--- src/rtl/ds_operand_issue_pkg.sv ---
// Shared opcode/function constants and register-address width for the decode-stage issue block.
package ds_operand_issue_pkg;

   localparam int REG_W = 5;

   localparam logic [5:0] OP_SPECIAL = 6'h00;
   localparam logic [5:0] OP_REGIMM  = 6'h01;
   localparam logic [5:0] OP_J       = 6'h02;
   localparam logic [5:0] OP_JAL     = 6'h03;
   localparam logic [5:0] OP_BEQ     = 6'h04;
   localparam logic [5:0] OP_BNE     = 6'h05;
   localparam logic [5:0] OP_LUI     = 6'h0F;
   localparam logic [5:0] OP_SB      = 6'h28;
   localparam logic [5:0] OP_SH      = 6'h29;
   localparam logic [5:0] OP_SW      = 6'h2B;

   localparam logic [5:0] FN_SLL  = 6'h00;
   localparam logic [5:0] FN_SRL  = 6'h02;
   localparam logic [5:0] FN_SRA  = 6'h03;
   localparam logic [5:0] FN_JR   = 6'h08;
   localparam logic [5:0] FN_JALR = 6'h09;
   localparam logic [5:0] FN_MFHI = 6'h10;
   localparam logic [5:0] FN_MTHI = 6'h11;
   localparam logic [5:0] FN_MFLO = 6'h12;
   localparam logic [5:0] FN_MTLO = 6'h13;

endpackage

--- src/rtl/ds_operand_issue_src_use_dec.sv ---
// Source-register use decoder: flags whether an instruction actually reads rs and/or rt.
module ds_src_use_dec
   import ds_operand_issue_pkg::*;
(
   input  logic [31:0] inst,
   output logic        rs_used,
   output logic        rt_used
);

   logic [5:0] op;
   logic [5:0] fn;
   logic       is_special;
   logic       unused_bits;

   assign op          = inst[31:26];
   assign fn          = inst[5:0];
   assign is_special  = (op == OP_SPECIAL);
   assign unused_bits = ^inst[25:6];

   always_comb begin
      rs_used = 1'b1;
      if (op == OP_J || op == OP_JAL || op == OP_LUI)
         rs_used = 1'b0;
      else if (is_special && (fn == FN_SLL || fn == FN_SRL || fn == FN_SRA ||
                              fn == FN_MFHI || fn == FN_MFLO))
         rs_used = 1'b0;
   end

   always_comb begin
      rt_used = 1'b0;
      if (is_special)
         rt_used = !(fn == FN_JR || fn == FN_JALR || fn == FN_MTHI ||
                     fn == FN_MTLO || fn == FN_MFHI || fn == FN_MFLO);
      else if (op == OP_BEQ || op == OP_BNE || op == OP_SW || op == OP_SH || op == OP_SB)
         rt_used = 1'b1;
   end

endmodule

--- src/rtl/ds_operand_issue.sv ---
// Decode-stage issue: holds inst/PC, resolves rs/rt through prioritised forwarding channels
// with load-use interlock and per-operand capture. Optional stall counter: DS_STALL_CNT_EN.
module ds_operand_issue
   import ds_operand_issue_pkg::*;
#(
   parameter int FWD_N  = 3,
   parameter int DATA_W = 32,
   parameter int PC_W   = 32
)(
   input  logic                    clk,
   input  logic                    reset,
   input  logic                    fs_to_ds_valid,
   input  logic [31:0]             fs_inst,
   input  logic [PC_W-1:0]         fs_pc,
   output logic                    ds_allowin,
   input  logic                    es_allowin,
   output logic                    ds_to_es_valid,
   output logic [31:0]             ds_inst,
   output logic [PC_W-1:0]         ds_pc,
   output logic [DATA_W-1:0]       rs_value,
   output logic [DATA_W-1:0]       rt_value,
   input  logic                    flush,
   output logic [REG_W-1:0]        rf_raddr1,
   output logic [REG_W-1:0]        rf_raddr2,
   input  logic [DATA_W-1:0]       rf_rdata1,
   input  logic [DATA_W-1:0]       rf_rdata2,
   input  logic [FWD_N-1:0]        fwd_valid,
   input  logic [REG_W*FWD_N-1:0]  fwd_dest,
   input  logic [FWD_N-1:0]        fwd_ready,
   input  logic [DATA_W*FWD_N-1:0] fwd_data
`ifdef DS_STALL_CNT_EN
   ,
   output logic [31:0]             stall_cycles
`endif
);

   logic                   ds_valid_reg;
   logic [31:0]            ds_inst_reg;
   logic [PC_W-1:0]        ds_pc_reg;
   logic                   rs_used;
   logic                   rt_used;
   logic [1:0]             op_used;
   logic [1:0]             op_ok;
   logic [1:0][DATA_W-1:0] op_rf;
   logic [1:0][DATA_W-1:0] op_val;
   logic                   ds_ready_go;
   logic                   fire;
   logic                   load;

   ds_src_use_dec u_src_use_dec (
      .inst    (ds_inst_reg),
      .rs_used (rs_used),
      .rt_used (rt_used)
   );

   assign op_used = {rt_used, rs_used};
   assign op_rf   = {rf_rdata2, rf_rdata1};

   // Operand 0 is rs (inst[25:21]), operand 1 is rt (inst[20:16]).
   generate
      for (genvar gi = 0; gi < 2; gi++) begin : gen_op
         localparam int ADDR_LSB = (gi == 0) ? 21 : 16;
         logic [REG_W-1:0]  addr;
         logic [DATA_W-1:0] live_val;
         logic              live_ok;
         logic              cap_reg;
         logic [DATA_W-1:0] hold_reg;

         assign addr = ds_inst_reg[ADDR_LSB +: REG_W];

         // Scan oldest to youngest so the lowest-index hit overrides the rest.
         always_comb begin
            live_val = op_rf[gi];
            live_ok  = 1'b1;
            if (addr == '0) begin
               live_val = '0;
            end else begin
               for (int i = FWD_N - 1; i >= 0; i--) begin
                  if (fwd_valid[i] && fwd_dest[REG_W*i +: REG_W] == addr) begin
                     live_val = fwd_data[DATA_W*i +: DATA_W];
                     live_ok  = fwd_ready[i];
                  end
               end
            end
            if (!op_used[gi])
               live_ok = 1'b1;
         end

         always_ff @(posedge clk) begin
            if (reset) begin
               cap_reg  <= 1'b0;
               hold_reg <= '0;
            end else if (flush || fire || load) begin
               cap_reg  <= 1'b0;
            end else if (ds_valid_reg && live_ok && !cap_reg) begin
               cap_reg  <= 1'b1;
               hold_reg <= live_val;
            end
         end

         assign op_ok[gi]  = cap_reg | live_ok;
         assign op_val[gi] = cap_reg ? hold_reg : live_val;
      end
   endgenerate

   assign ds_ready_go    = &op_ok;
   assign ds_to_es_valid = ds_valid_reg & ds_ready_go & !flush;
   assign fire           = ds_to_es_valid & es_allowin;
   assign ds_allowin     = !ds_valid_reg | fire;
   assign load           = fs_to_ds_valid & ds_allowin & !flush;

   always_ff @(posedge clk) begin
      if (reset) begin
         ds_valid_reg <= 1'b0;
         ds_inst_reg  <= '0;
         ds_pc_reg    <= '0;
      end else if (flush) begin
         ds_valid_reg <= 1'b0;
      end else if (ds_allowin) begin
         ds_valid_reg <= fs_to_ds_valid;
         if (fs_to_ds_valid) begin
            ds_inst_reg <= fs_inst;
            ds_pc_reg   <= fs_pc;
         end
      end
   end

   assign ds_inst   = ds_inst_reg;
   assign ds_pc     = ds_pc_reg;
   assign rs_value  = op_val[0];
   assign rt_value  = op_val[1];
   assign rf_raddr1 = ds_inst_reg[25:21];
   assign rf_raddr2 = ds_inst_reg[20:16];

`ifdef DS_STALL_CNT_EN
   logic [31:0] stall_cnt_reg;

   always_ff @(posedge clk) begin
      if (reset)
         stall_cnt_reg <= '0;
      else if (ds_valid_reg && !ds_ready_go && !flush && stall_cnt_reg != 32'hFFFF_FFFF)
         stall_cnt_reg <= stall_cnt_reg + 32'd1;
   end

   assign stall_cycles = stall_cnt_reg;
`endif

endmodule
--- config.mk ---
export PLATFORM = sky130hd
export DESIGN_NAME = ds_operand_issue
export DESIGN_NICKNAME = d
export VERILOG_FILES = /design/src/rtl/ds_operand_issue_pkg.sv /design/src/rtl/ds_operand_issue_src_use_dec.sv /design/src/rtl/ds_operand_issue.sv
export SDC_FILE = /design/constraint.sdc
export NUM_CORES = 1
export LEC_CHECK = 0
export CAP_MARGIN = 40
export CORE_MARGIN = 2
export CORE_UTILIZATION = 40
export DETAILED_ROUTE_END_ITERATION = 10
export PLACE_DENSITY = 0.81
export SYNTH_ARGS = -nofsm -noshare
export SYNTH_HDL_FRONTEND = slang
export SYNTH_SLANG_ARGS = --single-unit
--- constraint.sdc ---
create_clock -name clk -period 7.6 [get_ports clk]
set_input_delay 1.52 -clock clk [delete_from_list [all_inputs] [get_ports clk]]
set_output_delay 1.52 -clock clk [all_outputs]
set_load 0.05 [all_outputs]
==> flow_summary_export.csv <==
group,metric,value,unit
outcome,outcome,"complete, no violations",
place,dp_cells,1704,
route,via_count,9889,
place,place_congestion,0.950,
worst_setup_path,cp-start-kind,"input port",
clock_network,cts_buffers,17,
yosys,syn-instance-count,1118,
sta,fmaxAchievable,155,MHz
yosys,syn-num-nets,1368,
yosys,synth-warning-count,0,
global_route,track_usage,30.2,%
sta,final.setup_skew,0.0115,ns
floorplan,rows,54,
flow_run,max_cap_viol_count,0,
yosys,synth-seq-cells,131,
clock_network,cts_tree,"built",
floorplan,die_y,153,um
power_and_ir_drop,fin_total_pwr,2.58,mW
yosys,synth.lib_cells_used.distinct,45,
finish,layout.filler_cells,1875,
global_route,maximum_number_of_pins_on_one_net_before_global_route_repair,128,
finish,final_common_cell,"sky130_fd_sc_hd__clkdlybuf4s50_1",
yosys,synth-edff-count,0,
yosys,seq_area_frac_synth,29.3,%
route,drcViolationCount,0,
clock_network,ctsHtreeMaxLevel,4,
power_and_ir_drop,power_density,190,nW/um2
place,detailed_place_hpwl,27000,um
yosys,asyncSetResetFlopFracSynth,0,%
worst_setup_path,crit_path_to,"rt_value[8]",
finish,layout_common_cells,"382 x sky130_fd_sc_hd__clkdlybuf4s50_1, 155 x sky130_fd_sc_hd__a21oi_1, 133 x sky130_fd_sc_hd__nand2b_1, 129 x sky130_fd_sc_hd__dfxtp_1, 98 x sky130_fd_sc_hd__o21ai_0",
place,placement.setup.worst_slack,1.19,ns
worst_setup_path,rr_worst_depth,8,
global_route,global_route_wire_length_before_repair,56100,um
worst_setup_path,worstPathCellList,"clkdlybuf4s50_1 > xor2_1 > nor4_1 > nand2_1 > buf_4 > nand2_1 > a21oi_1 > a21oi_1 > mux2i_1 > clkdlybuf4s50_1",
finish,antenna_cells_inserted,0,
sta,post-route-min-period,6.45,ns
finish,final_nets,1693,
worst_setup_path,worst_setup_path_startpoint,"fwd_dest[14]",
route,antenna_viol_nets_final,0,
route,initialDrtViolationCount,727,
clock_network,cts.clk_slew.worst_paths,0.06,ns
worst_setup_path,rr_startpoint,"ds_inst[16]$_SDFFE_PP0P_",
sta,slew_headroom,37.0,%
floorplan,coreArea,21900,um2
sta,report.final.hold_viol_count,0,
sta,rsz0062_at_grt,"no",
yosys,synth-main-ff-cell,"sky130_fd_sc_hd__dfxtp_1",
place,placement.io_buffers,389,
floorplan,start_util,40.8,%
clock_network,ctsLongestPathBuffers,2,
route,wl_per_cell,21.2,um
finish,drive_above_1_share,8.45,%
finish,final_cells,1736,
sta,tns,0,ns
finish,max_reg_flops,64,
sta,worstMarginPinSlew,0.943,ns
global_route,grt-ovfl-total,0,
worst_setup_path,worstPathMaxFanout,17,
yosys,synth_top_area_share,29.3,%
finish,area_growth_syn_to_layout,52.0,%
worst_setup_path,critical_path_arrival,4.93,ns
sta,timing.final.max_slew_violations,0,
route,drt-vias-per-instance,5.70,
clock_network,clk-insertion-delay-late,0.42,ns
global_route,via_count_of_the_first_global_routing_pass,9880,
floorplan,ioPinCount,390,
clock_network,clock_sink_count,131,
worst_setup_path,critical-path-top-delay-family,"buffers and inverters",
worst_setup_path,path_depth,10,
route,drt_wl_total,36900,um
floorplan,dieWidth,153,um
power_and_ir_drop,p_leak,4.70,nW
hold_path,min-delay-path-class,"reg2reg",
clock_network,postcts_resize_cnt,0,
worst_setup_path,timing.critical_path.slowest_stage_cell,"sky130_fd_sc_hd__clkdlybuf4s50_1",
power_and_ir_drop,max-vdd-ir-drop,136,uV
worst_setup_path,slowest_delay,0.77,ns
clock_network,ctsHoldBuffers,0,
worst_setup_path,crit_buf_inv,3,
clock_network,cts_root_buffer,"sky130_fd_sc_hd__clkbuf_16",
clock_network,postCtsSetupBuffers,0,
sta,min_period_over_period,84.8,%
sta,final.hold.worst_slack,0.474,ns
yosys,post_synth_instance_area,8940,um2
yosys,syn_avg_cell_area,7.99,um2
yosys,synth_top_area_cell,"sky130_fd_sc_hd__dfxtp_1",
floorplan,dieArea,23600,um2
worst_setup_path,endpoint_kind,"primary output",
sta,timing.final.ws_setup,1.15,ns
global_route,number_of_antenna_violations_at_the_first_check_in_global_routing,0,
worst_setup_path,crit_required,6.08,ns
worst_setup_path,timing_worst_setup_path_type,"in2out",
yosys,dominant_cells_by_area_after_synthesis,"sky130_fd_sc_hd__dfxtp_1 29%, sky130_fd_sc_hd__mux2i_1 11%, sky130_fd_sc_hd__nand2b_1 9.3%",
worst_setup_path,r2r_slack,4.07,ns
route,firstDrtPassIters,6,
sta,finalSetupViolCount,0,
worst_setup_path,worstReg2RegEnd,"gen_op[1].hold_reg[12]$_SDFFE_PP0P_",
[cells by family (layout without fill, tap and decap cells)]
| family | after synthesis | after routing | share of synthesized area, % |
|---|---|---|---|
| AOI/OAI and AO/OA | 389 | 389 | 28.2 |
| xor gates and xnor gates | 30 | 30 | 2.94 |
| buffers and inverters | 147 | 485 | 7.48 |
| DFF | 131 | 131 | 29.3 |
| muxes | 110 | 110 | 12.5 |
| and+or+nand+nor | 311 | 311 | 19.6 |
[routing by layer]
metal / vias to the layer above / wire length, um / global-route usage, %
li1: 4622 / - / -
met1: 4597 / 13900 / 34.6
met2: 574 / 17800 / 51.8
met3: 96 / 3600 / 8.51
met4: 0 / 1580 / 14.5
met5: - / 0 / 0
[Yosys cell counts (2+ instances only)]
master	n
sky130_fd_sc_hd__a211oi_1	3
sky130_fd_sc_hd__a211oi_2	30
sky130_fd_sc_hd__a21oi_1	157
sky130_fd_sc_hd__a221o_1	19
sky130_fd_sc_hd__a221oi_1	13
sky130_fd_sc_hd__a22oi_1	19
sky130_fd_sc_hd__a31oi_1	4
sky130_fd_sc_hd__and2_1	37
sky130_fd_sc_hd__and3_1	4
sky130_fd_sc_hd__and4_1	2
sky130_fd_sc_hd__buf_4	11
sky130_fd_sc_hd__buf_6	10
sky130_fd_sc_hd__clkbuf_1	90
sky130_fd_sc_hd__dfxtp_1	131
sky130_fd_sc_hd__inv_1	35
sky130_fd_sc_hd__mux2_2	13
sky130_fd_sc_hd__mux2i_1	97
sky130_fd_sc_hd__nand2_1	63
sky130_fd_sc_hd__nand2b_1	133
sky130_fd_sc_hd__nand3_1	16
sky130_fd_sc_hd__nand3b_1	2
sky130_fd_sc_hd__nor2_1	12
sky130_fd_sc_hd__nor3_1	7
sky130_fd_sc_hd__nor4_1	3
sky130_fd_sc_hd__o21a_1	20
sky130_fd_sc_hd__o21ai_0	98
sky130_fd_sc_hd__o21ai_1	2
sky130_fd_sc_hd__o2bb2ai_1	13
sky130_fd_sc_hd__o311a_1	2
sky130_fd_sc_hd__o31ai_1	3
sky130_fd_sc_hd__or3_1	22
sky130_fd_sc_hd__or4_1	6
sky130_fd_sc_hd__xnor2_1	12
sky130_fd_sc_hd__xor2_1	18
[area by class of cell]
type                            instances  area (um2)  share of cell area [%]
Clock buffer                           18         429                    3.16
Clock inverter                         14         178                    1.31
Inverter                               35         131                   0.967
Multi-Input combinational cell        840        5710                    42.0
Sequential cell                       131        2630                    19.3
Tap cell                              280         350                    2.58
Timing Repair Buffer                  418        4160                    30.6
[worst min-delay path by stage]
stage / start / slack, ns / end / cells past startpoint
3_3_place_gp: gen_op[0].hold_reg[10]$_SDFFE_PP0P_ / 0.46 / gen_op[0].hold_reg[10]$_SDFFE_PP0P_ / 2
6_report: ds_pc[22]$_SDFFE_PP0P_ / 0.47 / ds_pc[22]$_SDFFE_PP0P_ / 2
3_5_place_dp: ds_pc[14]$_SDFFE_PP0P_ / 0.46 / ds_pc[14]$_SDFFE_PP0P_ / 2
4_1_cts: gen_op[0].hold_reg[5]$_SDFFE_PP0P_ / 0.47 / gen_op[0].hold_reg[5]$_SDFFE_PP0P_ / 2
2_1_floorplan: gen_op[0].hold_reg[30]$_SDFFE_PP0P_ / 0.45 / gen_op[0].hold_reg[30]$_SDFFE_PP0P_ / 2
5_1_grt: ds_inst[7]$_SDFFE_PP0P_ / 0.49 / ds_inst[7]$_SDFFE_PP0P_ / 2
[where the power goes]
part	leakage (nW)	internal (mW)	switching, mW
sequential	1.07	0.716	0.0279
clock	0.284	0.521	0.348
combinational	3.35	0.387	0.582
[per-stage QoR]
step                area, um2  utilization (%)
finish                  13600             62.1
global route            13600             62.1
CTS                     13600             62.1
detailed placement      13000             59.3
global placement        12900             58.8
floorplan                8940                -
[worst register-to-register path, cell delays in order (launching register included)]
cell and delay, ns:
sky130_fd_sc_hd__dfxtp_1 0.54, sky130_fd_sc_hd__xnor2_1 0.14, sky130_fd_sc_hd__and3_1 0.22, sky130_fd_sc_hd__and2_1 0.27
sky130_fd_sc_hd__o311a_1 0.47, sky130_fd_sc_hd__o41a_2 0.84, sky130_fd_sc_hd__and2_2 0.49, sky130_fd_sc_hd__buf_12 0.23
sky130_fd_sc_hd__a211oi_2 0.24
Note: power is estimated with default switching activity, not from simulation.
